--- src/rtl/logic_alu_pkg.sv ---
// logic_alu_pkg: opcode/state enums and the shared ALU evaluation function.
// Used by logic_alu_arbiter (optional build macro: LOGIC_ALU_XCHECK_EN).
package logic_alu_pkg;

    localparam int MAX_WIDTH = 64;

    typedef enum logic [1:0] {
        OP_AND,
        OP_OR,
        OP_ADD,
        OP_XOR
    } alu_op_e;

    typedef enum logic [1:0] {
        S_IDLE,
        S_EXEC,
        S_RESP
    } alu_state_e;

    // Operands arrive zero-extended, so the ADD carry lands in the bit
    // just above the caller's WIDTH and survives truncation to WIDTH+1.
    function automatic logic [MAX_WIDTH:0] alu_eval(
        input alu_op_e              op,
        input logic [MAX_WIDTH-1:0] a,
        input logic [MAX_WIDTH-1:0] b
    );
        logic [MAX_WIDTH:0] r;
        case (op)
            OP_AND:  r = {1'b0, a & b};
            OP_OR:   r = {1'b0, a | b};
            OP_ADD:  r = {1'b0, a} + {1'b0, b};
            OP_XOR:  r = {1'b0, a ^ b};
            default: r = '0;
        endcase
        return r;
    endfunction

endpackage

--- src/rtl/logic_alu_arbiter_rr.sv ---
// rr_arbiter: combinational round-robin pick, searching upward from pointer+1.
// Ports: req/pointer/enable in; one-hot grant and encoded grant_idx out.
module rr_arbiter #(
    parameter  int NREQ = 4,
    localparam int IDW  = (NREQ > 1) ? $clog2(NREQ) : 1
) (
    input  logic [NREQ-1:0] req,
    input  logic [IDW-1:0]  pointer,
    input  logic            enable,
    output logic [NREQ-1:0] grant,
    output logic [IDW-1:0]  grant_idx
);

    logic [2*NREQ-1:0] dbl;
    logic [NREQ-1:0]   rot;
    logic              found;
    int                sel;
    int                idx;

    // Rotate so bit 0 of rot is requester pointer+1; lowest set bit wins.
    assign dbl = {req, req} >> (int'(pointer) + 1);
    assign rot = dbl[NREQ-1:0];

    always_comb begin
        found     = 1'b0;
        sel       = 0;
        idx       = 0;
        grant     = '0;
        grant_idx = '0;
        for (int j = 0; j < NREQ; j++) begin
            if (!found && rot[j]) begin
                found = 1'b1;
                sel   = j;
            end
        end
        if (enable && found) begin
            idx       = (int'(pointer) + 1 + sel) % NREQ;
            grant     = NREQ'(1) << idx;
            grant_idx = IDW'(idx);
        end
    end

endmodule

--- src/rtl/logic_alu_arbiter.sv ---
// logic_alu_arbiter: one registered AND/OR/ADD/XOR unit shared by NREQ requesters.
// Ports: req_valid/ready/op/a/b per requester; rsp_valid/ready/data/id/err. Macro: LOGIC_ALU_XCHECK_EN.
module logic_alu_arbiter
    import logic_alu_pkg::*;
#(
    parameter  int NREQ  = 4,
    parameter  int WIDTH = 8,
    localparam int IDW   = (NREQ > 1) ? $clog2(NREQ) : 1
) (
    input  logic                  clk,
    input  logic                  rst_n,
    input  logic [NREQ-1:0]       req_valid,
    output logic [NREQ-1:0]       req_ready,
    input  logic [2*NREQ-1:0]     req_op,
    input  logic [WIDTH*NREQ-1:0] req_a,
    input  logic [WIDTH*NREQ-1:0] req_b,
    output logic                  rsp_valid,
    input  logic                  rsp_ready,
    output logic [WIDTH:0]        rsp_data,
    output logic [IDW-1:0]        rsp_id,
    output logic                  rsp_err
);

    alu_state_e       state_q;
    alu_state_e       state_d;
    logic [IDW-1:0]   ptr_q;
    alu_op_e          op_q;
    logic [WIDTH-1:0] a_q;
    logic [WIDTH-1:0] b_q;
    logic [IDW-1:0]   id_q;

    logic [NREQ-1:0]  grant;
    logic [IDW-1:0]   grant_idx;
    logic             arb_en;
    logic             accept;
    logic [1:0]       sel_op;
    logic [WIDTH-1:0] sel_a;
    logic [WIDTH-1:0] sel_b;
    logic [WIDTH:0]   result;

    // rst_n gates the grant so req_ready is 0 while reset is held.
    assign arb_en = (state_q == S_IDLE) && rst_n;
    assign accept = |grant;

    rr_arbiter #(.NREQ(NREQ)) u_arb (
        .req       (req_valid),
        .pointer   (ptr_q),
        .enable    (arb_en),
        .grant     (grant),
        .grant_idx (grant_idx)
    );

    always_comb begin
        sel_op = '0;
        sel_a  = '0;
        sel_b  = '0;
        for (int i = 0; i < NREQ; i++) begin
            if (grant[i]) begin
                sel_op = req_op[2*i +: 2];
                sel_a  = req_a[WIDTH*i +: WIDTH];
                sel_b  = req_b[WIDTH*i +: WIDTH];
            end
        end
    end

    assign result = (WIDTH+1)'(alu_eval(op_q, MAX_WIDTH'(a_q), MAX_WIDTH'(b_q)));

    always_ff @(posedge clk or negedge rst_n) begin
        if (!rst_n) begin
            state_q <= S_IDLE;
        end else begin
            state_q <= state_d;
        end
    end

    always_comb begin
        state_d = state_q;
        unique case (state_q)
            S_IDLE:  if (accept) state_d = S_EXEC;
            S_EXEC:  state_d = S_RESP;
            S_RESP:  if (rsp_ready) state_d = S_IDLE;
            default: state_d = S_IDLE;
        endcase
    end

    always_comb begin
        req_ready = grant;
        rsp_valid = (state_q == S_RESP);
    end

    always_ff @(posedge clk or negedge rst_n) begin
        if (!rst_n) begin
            ptr_q <= IDW'(NREQ - 1);
            op_q  <= OP_AND;
            a_q   <= '0;
            b_q   <= '0;
            id_q  <= '0;
        end else if (state_q == S_IDLE && accept) begin
            ptr_q <= grant_idx;
            op_q  <= alu_op_e'(sel_op);
            a_q   <= sel_a;
            b_q   <= sel_b;
            id_q  <= grant_idx;
        end
    end

`ifdef LOGIC_ALU_XCHECK_EN
    logic xerr;
    assign xerr = ((^a_q) === 1'bx) || ((^b_q) === 1'bx) ||
                  ((^op_q) === 1'bx);

    always_ff @(posedge clk or negedge rst_n) begin
        if (!rst_n) begin
            rsp_data <= '0;
            rsp_id   <= '0;
            rsp_err  <= 1'b0;
        end else if (state_q == S_EXEC) begin
            rsp_data <= xerr ? '0 : result;
            rsp_id   <= id_q;
            rsp_err  <= xerr;
        end
    end
`else
    assign rsp_err = 1'b0;

    always_ff @(posedge clk or negedge rst_n) begin
        if (!rst_n) begin
            rsp_data <= '0;
            rsp_id   <= '0;
        end else if (state_q == S_EXEC) begin
            rsp_data <= result;
            rsp_id   <= id_q;
        end
    end
`endif

endmodule
--- config.mk ---
export PLATFORM = sky130hd
export DESIGN_NAME = logic_alu_arbiter
export DESIGN_NICKNAME = d
export VERILOG_FILES = /design/src/rtl/logic_alu_pkg.sv /design/src/rtl/logic_alu_arbiter_rr.sv /design/src/rtl/logic_alu_arbiter.sv
export SDC_FILE = /design/constraint.sdc
export NUM_CORES = 1
export LEC_CHECK = 0
export CORE_MARGIN = 3
export CORE_UTILIZATION = 50
export DETAILED_ROUTE_END_ITERATION = 8
export GPL_ROUTABILITY_DRIVEN = 0
export GPL_TIMING_DRIVEN = 0
export PLACE_DENSITY = 0.86
export SLEW_MARGIN = 20
export SYNTH_ARGS = -nofsm -noshare
export SYNTH_HDL_FRONTEND = slang
export SYNTH_SLANG_ARGS = --single-unit
--- constraint.sdc ---
create_clock -name clk -period 5.35 [get_ports clk]
set_clock_uncertainty 0.05 [all_clocks]
set_input_delay 0.8025 -clock clk [delete_from_list [all_inputs] [get_ports clk]]
set_output_delay 0.8025 -clock clk [all_outputs]
set_load 0.1 [all_outputs]
==> summary.txt <==
Logic synthesis
  • Cells after Synth: ~350
  • Ys async rst share: between 90% and 100%
  • Syn Nets: approximately 440
  • Yosys cell types: 51
  • Post-synth top area share: around 29%
  • Most frequent cell after synthesis: nand2_1
  • Syn avg cell area: approximately 8.3 um2
  • Ranking of synthesized cells by area: dfrtp_1, nor2b_1, ha_1, a221oi_1, nand2_1
  • Ys Warns: 0
  • Synth Register Bits: 35
  • EDFF count, synth: 0
  • Mapped Area: around 0.0029 mm2
  • Synth top cells by count: nand2_1, nor2b_1, dfrtp_1
  • Cell taking the most area after synthesis: dfrtp_1
  • Top FF cell, synth: dfrtp_1
  • Seq/Total Area, Yosys: 30.4%

Hold path
  • Worst Hold Class: in -> async

Setup path
  • Worst r2r src: ptr_q[0]
  • R2R setup slack: roughly 1.8 ns
  • Worst EP required: roughly 4.5 ns
  • Crit path DAT: about 4.2 ns
  • CP Capture Type: output port
  • R2R cell count: 11
  • CP max FO: 10
  • Crit Path Category: in -> out
  • Crit path launch type: input port
  • Reg-to-Reg End: op_q[0]

Floorplan
  • Core ar.: approximately 0.0055 mm2
  • Io pins: 96
  • Die width: 82.0 um
  • Die ar.: 0.00673 mm2
  • Die boundary height: ~82 um
  • Rows: 27
  • Initial Utilization: about 52%

Final layout
  • Net count, final: 544
  • Fillers: 448
  • Area Growth Syn to Fin: 40.3%
  • # diodes: 0
  • Post-route insts no fill: between 500 and 600
  • Layout cells sized above 1: ~8.5%

Route
  • Antenna Violating Nets Remaining: 0
  • # DRC: 0
  • Vias: 3,031
  • Via-to-Cell Ratio: 5.83
  • Number of DRC markers in iteration 0: approximately 230
  • DRT Wirelength: about 8000 um
  • First drt pass iteration count: 5
  • Wire length per cell: ~16 um

Clocking
  • CTS tree: built
  • Clock slew at reported path FFs: ~0.070 ns
  • Clock buffer depth: 2
  • Setup Buffers After CTS: 0
  • H-tree depth: 2
  • Insertion delay to the later sink of the worst-skew pair: around 0.29 ns
  • CTS Sinks: 35
  • Num CTS Buffers: 5
  • Root buf cell: clkbuf_8
  • Hold Buf Count CTS: 0

Global routing
  • Vias in the first global route: around 2,900
  • GRT Util Overall: about a quarter
  • GRT overflow: 0
  • Global-route wire length before repair: 13,200 um
  • Initial antenna violation count: 0
  • Largest net degree at the start of global routing: 21

STA
  • Final Critical Period: around 5 ns
  • Relative slew slack: between 30% and 40%
  • Hold Fails Final Rpt: 0
  • Final period util: a little over nine tenths
  • Slew Limit Fails: 0
  • Setup WS post-layout: approximately 0.29 ns
  • Fmax: 198 MHz
  • Worst hold slack: ~0.40 ns
  • Slew @ Worst Pin: between 0.9 and 1 ns
  • Final setup vio count: 0
  • RSZ-0062 raised after global routing: no

Place
  • Post-Place Worst Slack: -0.657 ns
  • Placed Cells: 512
  • IO Port Bufs: between 90 and 100
  • DPL Wire Length: between 6000 and 7000 um

Run
  • Max-Cap Viols: 0

Run status
  • Status: finished clean
kinds of logic after synthesis:
family | after synthesis | share of synthesized area, %
and+or+nand+nor | 122 | 21.2
xor gates and xnor gates | 8 | 2.43
adders and majority gates | 18 | 8.06
DFF | 35 | 30.4
buffers and inverters | 49 | 7.49
other | 1 | 0.130
muxes | 1 | 0.390
AOI/OAI and AO/OA | 112 | 29.9
critical path, cell delays in order:
cell and delay [ns]:
clkdlybuf4s50_1 0.60, nor2_1 0.11, a221oi_1 0.32, a21oi_1 0.08
a211o_1 0.24, ha_1 0.33, clkbuf_1 0.38, clkbuf_1 0.36
clkbuf_2 0.33, nand2_1 0.16, nor2_1 0.14, clkbuf_4 0.34
state kept, by name (all words and copies together) (netlist names):
| register | cells |
|---|---|
| rsp_data | 9 |
| a_q | 8 |
| b_q | 8 |
| id_q | 2 |
| op_q | 2 |
| ptr_q | 2 |
| rsp_id | 2 |
| state_q | 2 |
repair_timing:
item,in CTS,in global routing
setup endpoints to repair,4,4
endpoints found under the hold margin,0,0
resized for setup,12,11
pin swaps,0,0
placed cells by master (no fill, tap or decap), types with 2 or more instances in the layout:
cell type        netlist  routed
a211oi_1               4       4
a21o_1                 5       5
a2111oi_0              9       9
inv_1                 21      21
clkbuf_8               0       6
clkbuf_1              19      18
buf_6                  2       2
clkbuf_4               0       2
clkdlybuf4s50_1        0      88
dfrtp_1               33      33
xnor2_1                7       7
ha_1                  17      17
nor3_2                 1       2
dfstp_2                2       2
o221ai_1               2       2
buf_2                  2       5
nand2_1               41      41
nor4_1                 3       3
nand3_1                2       2
o21ai_0               13      13
nor2b_1               39      39
nor2_1                23      23
a31oi_1                4       4
a221oi_1              18      18
nand2b_1               4       4
a2111oi_1              8       8
a21oi_4                2       2
o31ai_1               17      17
o211ai_1               3       3
buf_4                  4       4
a21oi_1               16      16
metrics by stage:
stage	TNS, ns	cell area, um2	util, %
finish	0	4050	73.1
global route	0	4050	73.1
CTS	0	4060	73.3
detailed placement	-1.96	3940	71.2
global placement	-1.73	3920	70.8
floorplan	0	2900	-
cell type report:
cell class | count | area (um2) | share of cell area (%)
multi-input cells | 262 | 1810 | 44.7
repair buffers | 94 | 938 | 23.2
flip-flops and latches | 35 | 878 | 21.7
plain buffers | 27 | 135 | 3.33
well taps | 72 | 90.1 | 2.22
clock buffers | 6 | 82.6 | 2.04
inverters | 22 | 82.6 | 2.04
clock inverters | 2 | 35.0 | 0.864
worst max-delay path by stage:
stage	from	cells past startpoint	slack [ns]	to
4_1_cts	req_valid[1]	13	0.02	req_ready[2]
3_5_place_dp	req_valid[1]	12	-0.66	req_ready[3]
6_report	req_valid[1]	12	0.29	req_ready[3]
3_3_place_gp	req_valid[1]	12	-0.59	req_ready[3]
5_1_grt	req_valid[1]	12	0.01	req_ready[3]
2_1_floorplan	req_valid[3]	10	0.40	req_ready[1]
layer usage:
layer,track usage [%],wire length [um],up-vias
met1,33.2,3460,1417
met3,4.93,629,8
met2,42.7,4040,146
met4,4.15,55,0
li1,-,-,1460
met5,0,0,-
Power is left out: the tool's default activity adds up to more than one toggle a clock period on the data nets, which glitch-free logic cannot reach.
==> RTL change 1, RTL diff (config.mk and constraints unchanged) <==
Re-encode `alu_state_e` (3 states) as one-hot, 3 bits wide.
--- a/src/rtl/logic_alu_pkg.sv
+++ b/src/rtl/logic_alu_pkg.sv
@@ -12,8 +12,8 @@
     } alu_op_e;
 
-    typedef enum logic [1:0] {
-        S_IDLE,
-        S_EXEC,
-        S_RESP
+    typedef enum logic [2:0] {
+        S_IDLE = 3'b001,
+        S_EXEC = 3'b010,
+        S_RESP = 3'b100
     } alu_state_e;
 
Check against the original RTL: no difference found for any inputs over 10 cycles, from zero or initial values and one cycle with rst_n low; not proved beyond that.
==> RTL change 1 against the unedited design <==
- non-clock buffer count rose by 5
- worst setup slack got worse by 0.11 ns
- sequential cell count rose by 1
- area after synthesis rose by 9.4%
- routed wire length rose by 15%
- hold slack got worse by 0.050 ns
- critical path depth rose by 1
- via count rose by 12%
- cell area rose by 6.5%
==> RTL change 1: results (changes against the unedited design) <==
placed_design:
  hpwl_um: 7490  # was 6690 µm
  place_area_um2: 4210  # was 3940 µm²
  io_buffers: 93  # unchanged
clock_tree:
  clock-root-buffer: "clkbuf_8"  # unchanged
  clk_pin_slew_ns: 0.07  # about the same
  post_cts_resized: 11  # was 12
  h-tree-depth: 2  # unchanged
  insertion_delay_ns: 0.30
detailed_routing:
  met1_length_um: 3810  # was 3460 µm
  wire_per_inst_um: 16.8  # was 15.7 µm
  dr_wl_met3_um: 701  # was 629 µm
  num_vias: 3396  # was 3,031
  drtIter0Drc: 265  # was 227
  wl_met2_um: 4690  # was 4040 µm
  drtPass1Iterations: 4  # was 5
  top_layer_used: "met4"  # unchanged
timing:
  hold_slack_ns: 0.349  # was 0.399 ns
  slew-limit-headroom: 0.349  # was 0.350
  slew_viol_final: 0  # unchanged
setup_path:
  critPathMaxStageDelay_ns: 0.62  # was 0.60 ns
  ff2ff_path_depth: 12  # was 11
  cpLargestDelayFamily: "buffers and inverters"  # unchanged
  slowest_stage: "clkdlybuf4s50_1"  # unchanged
  cp.arrival_ns: 4.32  # was 4.21 ns
  regToRegEndpoint: "b_q[0]$_DFFE_PN0P_"  # was op_q[0]$_DFFE_PN0P_
  rrSetupSlack_ns: 1.73  # was 1.81 ns
power:
  ir_drop_mv: 0.568
  p_leak_nw: 1.78
  internal-power_mw: 1.40
  clk-power_mw: 0.203
  powerComb_mw: 2.54
  combPwrFrac: 0.785
layout:
  drive_gt1_frac: 0.120  # was 0.0848
  n_antenna_cell: 0  # unchanged
  fill_cells: 465  # was 448
  num-nets-final: 580  # was 544
yosys:
  syn_nets: 479  # was 443
  synth-seq-area-share: 0.286  # was 0.304
  synth.distinct_cells: 58  # was 51
  yosys-top-cells-count: "nor2_1, nand2_1, dfrtp_1"  # was nand2_1, nor2b_1, dfrtp_1
  synth_ff_type: "dfrtp_1"  # unchanged
  synth_area_leaders: "dfrtp_1, ha_1, nor2_1"  # was dfrtp_1, nor2b_1, ha_1
global_route:
  grt_pass1_wl_um: 15400  # was 13,200 µm
  grt_max_degree: 25  # was 21
  use_met2: 0.441  # was 0.427
  grt_pass1_vias: 3225  # was 2,894
  overflow: 0  # unchanged
  grtUsageTotal: 0.260  # was 0.251
  met3_usage: 0.0451  # was 0.0493
  use_met1: 0.334  # was 0.332
run_status:
  status: "complete, no violations"  # unchanged
[RTL change 1: cell types whose count changed in the layout (fill, tap and decap cells not counted), sizes merged, moves of 4 or more]
cell     before  now
a2111oi      18    1
a211oi        4    8
a221oi       19    1
a22oi         0   13
nand2        41   36
nand3         3   18
nand4         0   15
nor2         23   44
nor2b        39    1
o211ai        3   16
o21ai        14   31
o311ai        0   14
o31ai        18    0
[RTL change 1: cell type report]
cell class                      instances  share of cell area
Tap cell                               75              0.0218
Sequential cell                        36               0.210
Multi-Input combinational cell        289               0.466
Buffer                                 32              0.0386
Timing Repair Buffer                   94               0.220
Inverter                               25              0.0218
Clock inverter                          2             0.00232
Clock buffer                            6              0.0191
[RTL change 1: how the worst max path moves through the flow]
stage                      start            to
global placement           rst_n  req_ready[0]
finish              req_valid[1]  req_ready[3]
CTS                 req_valid[1]  req_ready[2]
floorplan           req_valid[3]  req_ready[2]
global route        req_valid[1]  req_ready[3]
detailed placement  req_valid[1]  req_ready[3]
[RTL change 1: cells by family after synthesis]
logic type | Yosys count | share of synthesized area
AO/OA/AOI/OAI | 123 | 0.318
XOR/XNOR | 8 | 0.0293
adder cells (fa/ha/maj) | 18 | 0.0737
buffers and inverters | 57 | 0.0820
flip-flops | 36 | 0.286
multiplexers | 2 | 0.00634
other | 1 | 0.00119
AND/OR/NAND/NOR | 137 | 0.204
[RTL change 1: per-stage QoR]
stage / std cells / worst slack (ns) / util / setup TNS, ns
finish: 559 / 0.177 / 0.716 / 0
global route: 559 / -0.0193 / 0.716 / -0.0193
detailed placement: 551 / -0.471 / 0.699 / -1.46
global placement: 550 / -0.536 / 0.695 / -1.65
CTS: 559 / 0.00715 / 0.715 / 0
floorplan: 382 / 0.487 / - / 0
==> RTL change 2, RTL diff (same flow settings) <==
Made on the original files. Change the parameter `WIDTH` from 8 to 10.
--- a/src/rtl/logic_alu_arbiter.sv
+++ b/src/rtl/logic_alu_arbiter.sv
@@ -5,5 +5,5 @@
 #(
     parameter  int NREQ  = 4,
-    parameter  int WIDTH = 8,
+    parameter  int WIDTH = 10,
     localparam int IDW   = (NREQ > 1) ? $clog2(NREQ) : 1
 ) (
Ports: changed (resized req_a, req_b and rsp_data); port bits go from 96 to 114. The function was not compared with the original's and may differ.
==> RTL change 2 against the unedited design <==
- utilization increased by 1.4 points
- area after synthesis is 9.0% higher
- worst setup slack worse by 0.098 ns
- routed wire length fell by 4.3%
- final cell count fell by 6.7%
- cell area increased by 11%
- die area rose by 8.3%
- sequential cell count grew 6
- highest routed layer unchanged
==> RTL change 2: results (changes against the unedited design) <==
global_route:
  grt_max_degree: 29  # was 21
  grtUsageTotal: 0.228  # was 0.251
  grt_pass1_vias: 2834  # was 2,894
  grt_pass1_wl_um: 13200  # about the same
timing:
  worst_pin_slew_ns: 0.979  # was 0.972 ns
  hold_slack_ns: 0.343  # was 0.399 ns
setup_path:
  regToRegStartpoint: "ptr_q[0]$_DFFE_PN1P_"  # unchanged
  cp.arrival_ns: 4.31  # was 4.21 ns
  slowest_stage: "dlygate4sd2_1"  # was clkdlybuf4s50_1
  rrSetupSlack_ns: 1.69  # was 1.81 ns
  regToRegEndpoint: "a_q[7]$_DFFE_PN0P_"  # was op_q[0]$_DFFE_PN0P_
  critPathMaxStageDelay_ns: 0.85  # was 0.60 ns
clock_tree:
  clockBufferDepth: 2  # unchanged
  cts_buffers: 5  # unchanged
  insertion_delay_ns: 0.30
  clk_pin_slew_ns: 0.09  # was 0.07 ns
  h-tree-depth: 2  # unchanged
placed_design:
  place_area_um2: 4380  # was 3940 µm²
  post-place-ws_ns: -0.122  # was -0.657 ns
  hpwl_um: 6420  # was 6690 µm
  io_buffers: 112  # was 93
yosys:
  syn_nets: 406  # was 443
  synth_area_leaders: "dfrtp_1, mux4_1, ha_1"  # was dfrtp_1, nor2b_1, ha_1
  yosys-top-cells-count: "dfrtp_1, inv_1, o21ai_0"  # was nand2_1, nor2b_1, dfrtp_1
  synth.distinct_cells: 42  # was 51
  async_reset_ff_frac: 1.00  # unchanged
  yosys_warnings: 0  # unchanged
  synth-seq-area-share: 0.327  # was 0.304
layout:
  largest_reg_flops: 11  # was 9
  drive_gt1_frac: 0.105  # was 0.0848
  fill_cells: 428  # was 448
  num-nets-final: 526  # was 544
  top_regs: "rsp_data: 11 flops, a_q: 10 flops, b_q: 10 flops"  # was rsp_data: 9 flops, a_q: 8 flops, b_q: 8 flops
  n_antenna_cell: 0  # unchanged
power:
  internal-power_mw: 1.72
  ir_drop_mv: 0.382
detailed_routing:
  drtIter0Drc: 177  # was 227
  wirelength_um: 7830  # was 8180 µm
  num_vias: 2716  # was 3,031
  drtPass1Iterations: 4  # was 5
min_path:
  hold_class: "input port to async pin"  # unchanged
run_status:
  status: "complete, no violations"  # unchanged
RTL change 2: what timing repair did:
action                                  CTS  global route
buffers inserted                          0             0
pin swaps                                 0             0
resized for setup                         3             3
endpoints found under the setup margin    3             2
RTL change 2: layer usage:
metal	up-vias	routed length (µm)	part of all wire	track usage
met5	-	0	0	0
li1	1297	-	-	-
met3	11	488	0.062	0.0408
met2	105	4150	0.53	0.419
met1	1303	3070	0.39	0.272
met4	0	121	0.015	0.0633
RTL change 2: worst max path at each step:
stage,startpoint,endpoint,slack [ns],depth (start not counted)
detailed placement,req_valid[0],req_ready[1],-0.12,12
finish,req_valid[0],req_ready[3],0.19,11
global route,req_valid[1],req_ready[3],0.03,10
global placement,rst_n,req_ready[1],-0.48,7
floorplan,req_valid[3],req_ready[0],0.13,11
CTS,req_valid[0],req_ready[0],0.10,13
RTL change 2: cells by family after synthesis:
kind of cell | share of synthesized area
XOR/XNOR | 0.0330
adder cells (fa/ha/maj) | 0.0898
buffers and inverters | 0.0612
flip-flops | 0.327
AND/OR/NAND/NOR | 0.0739
multiplexers | 0.280
other | 0.00119
AO/OA/AOI/OAI | 0.134
RTL change 2: worst max-delay path: cells and delay by family:
family                   cells  cell delay, ns
AND/OR/NAND/NOR              3            0.44
buffers and inverters        4            2.38
AO/OA/AOI/OAI                3            0.40
adder cells (fa/ha/maj)      1            0.28
RTL change 2: layout make-up:
type                       instances  share of cell area
clock inverter                     2             0.00835
inverter                          29              0.0242
multi-input combinational        202               0.429
timing repair buffer             113               0.252
clock buffer                       6              0.0184
tap                               75              0.0209
buffer                            17              0.0187
sequential                        41               0.229
RTL change 2: power groups by stage:
| stage | Combinational [mW] | Sequential [mW] | Clock, mW |
|---|---|---|---|
| finish | 2.51 | 0.591 | 0.264 |
| floorplan | 1.63 | 0.877 | 0 |
| global placement | 2.43 | 0.585 | 0 |
| CTS | 2.53 | 0.592 | 0.265 |
| detailed placement | 2.52 | 0.596 | 0 |
| global route | 2.73 | 0.615 | 0.277 |
RTL change 2: per-stage QoR:
stage	util	instances
3_5_place_dp	0.727	477
3_3_place_gp	0.724	476
6_report	0.746	485
2_1_floorplan	-	289
5_1_grt	0.746	485
4_1_cts	0.746	485
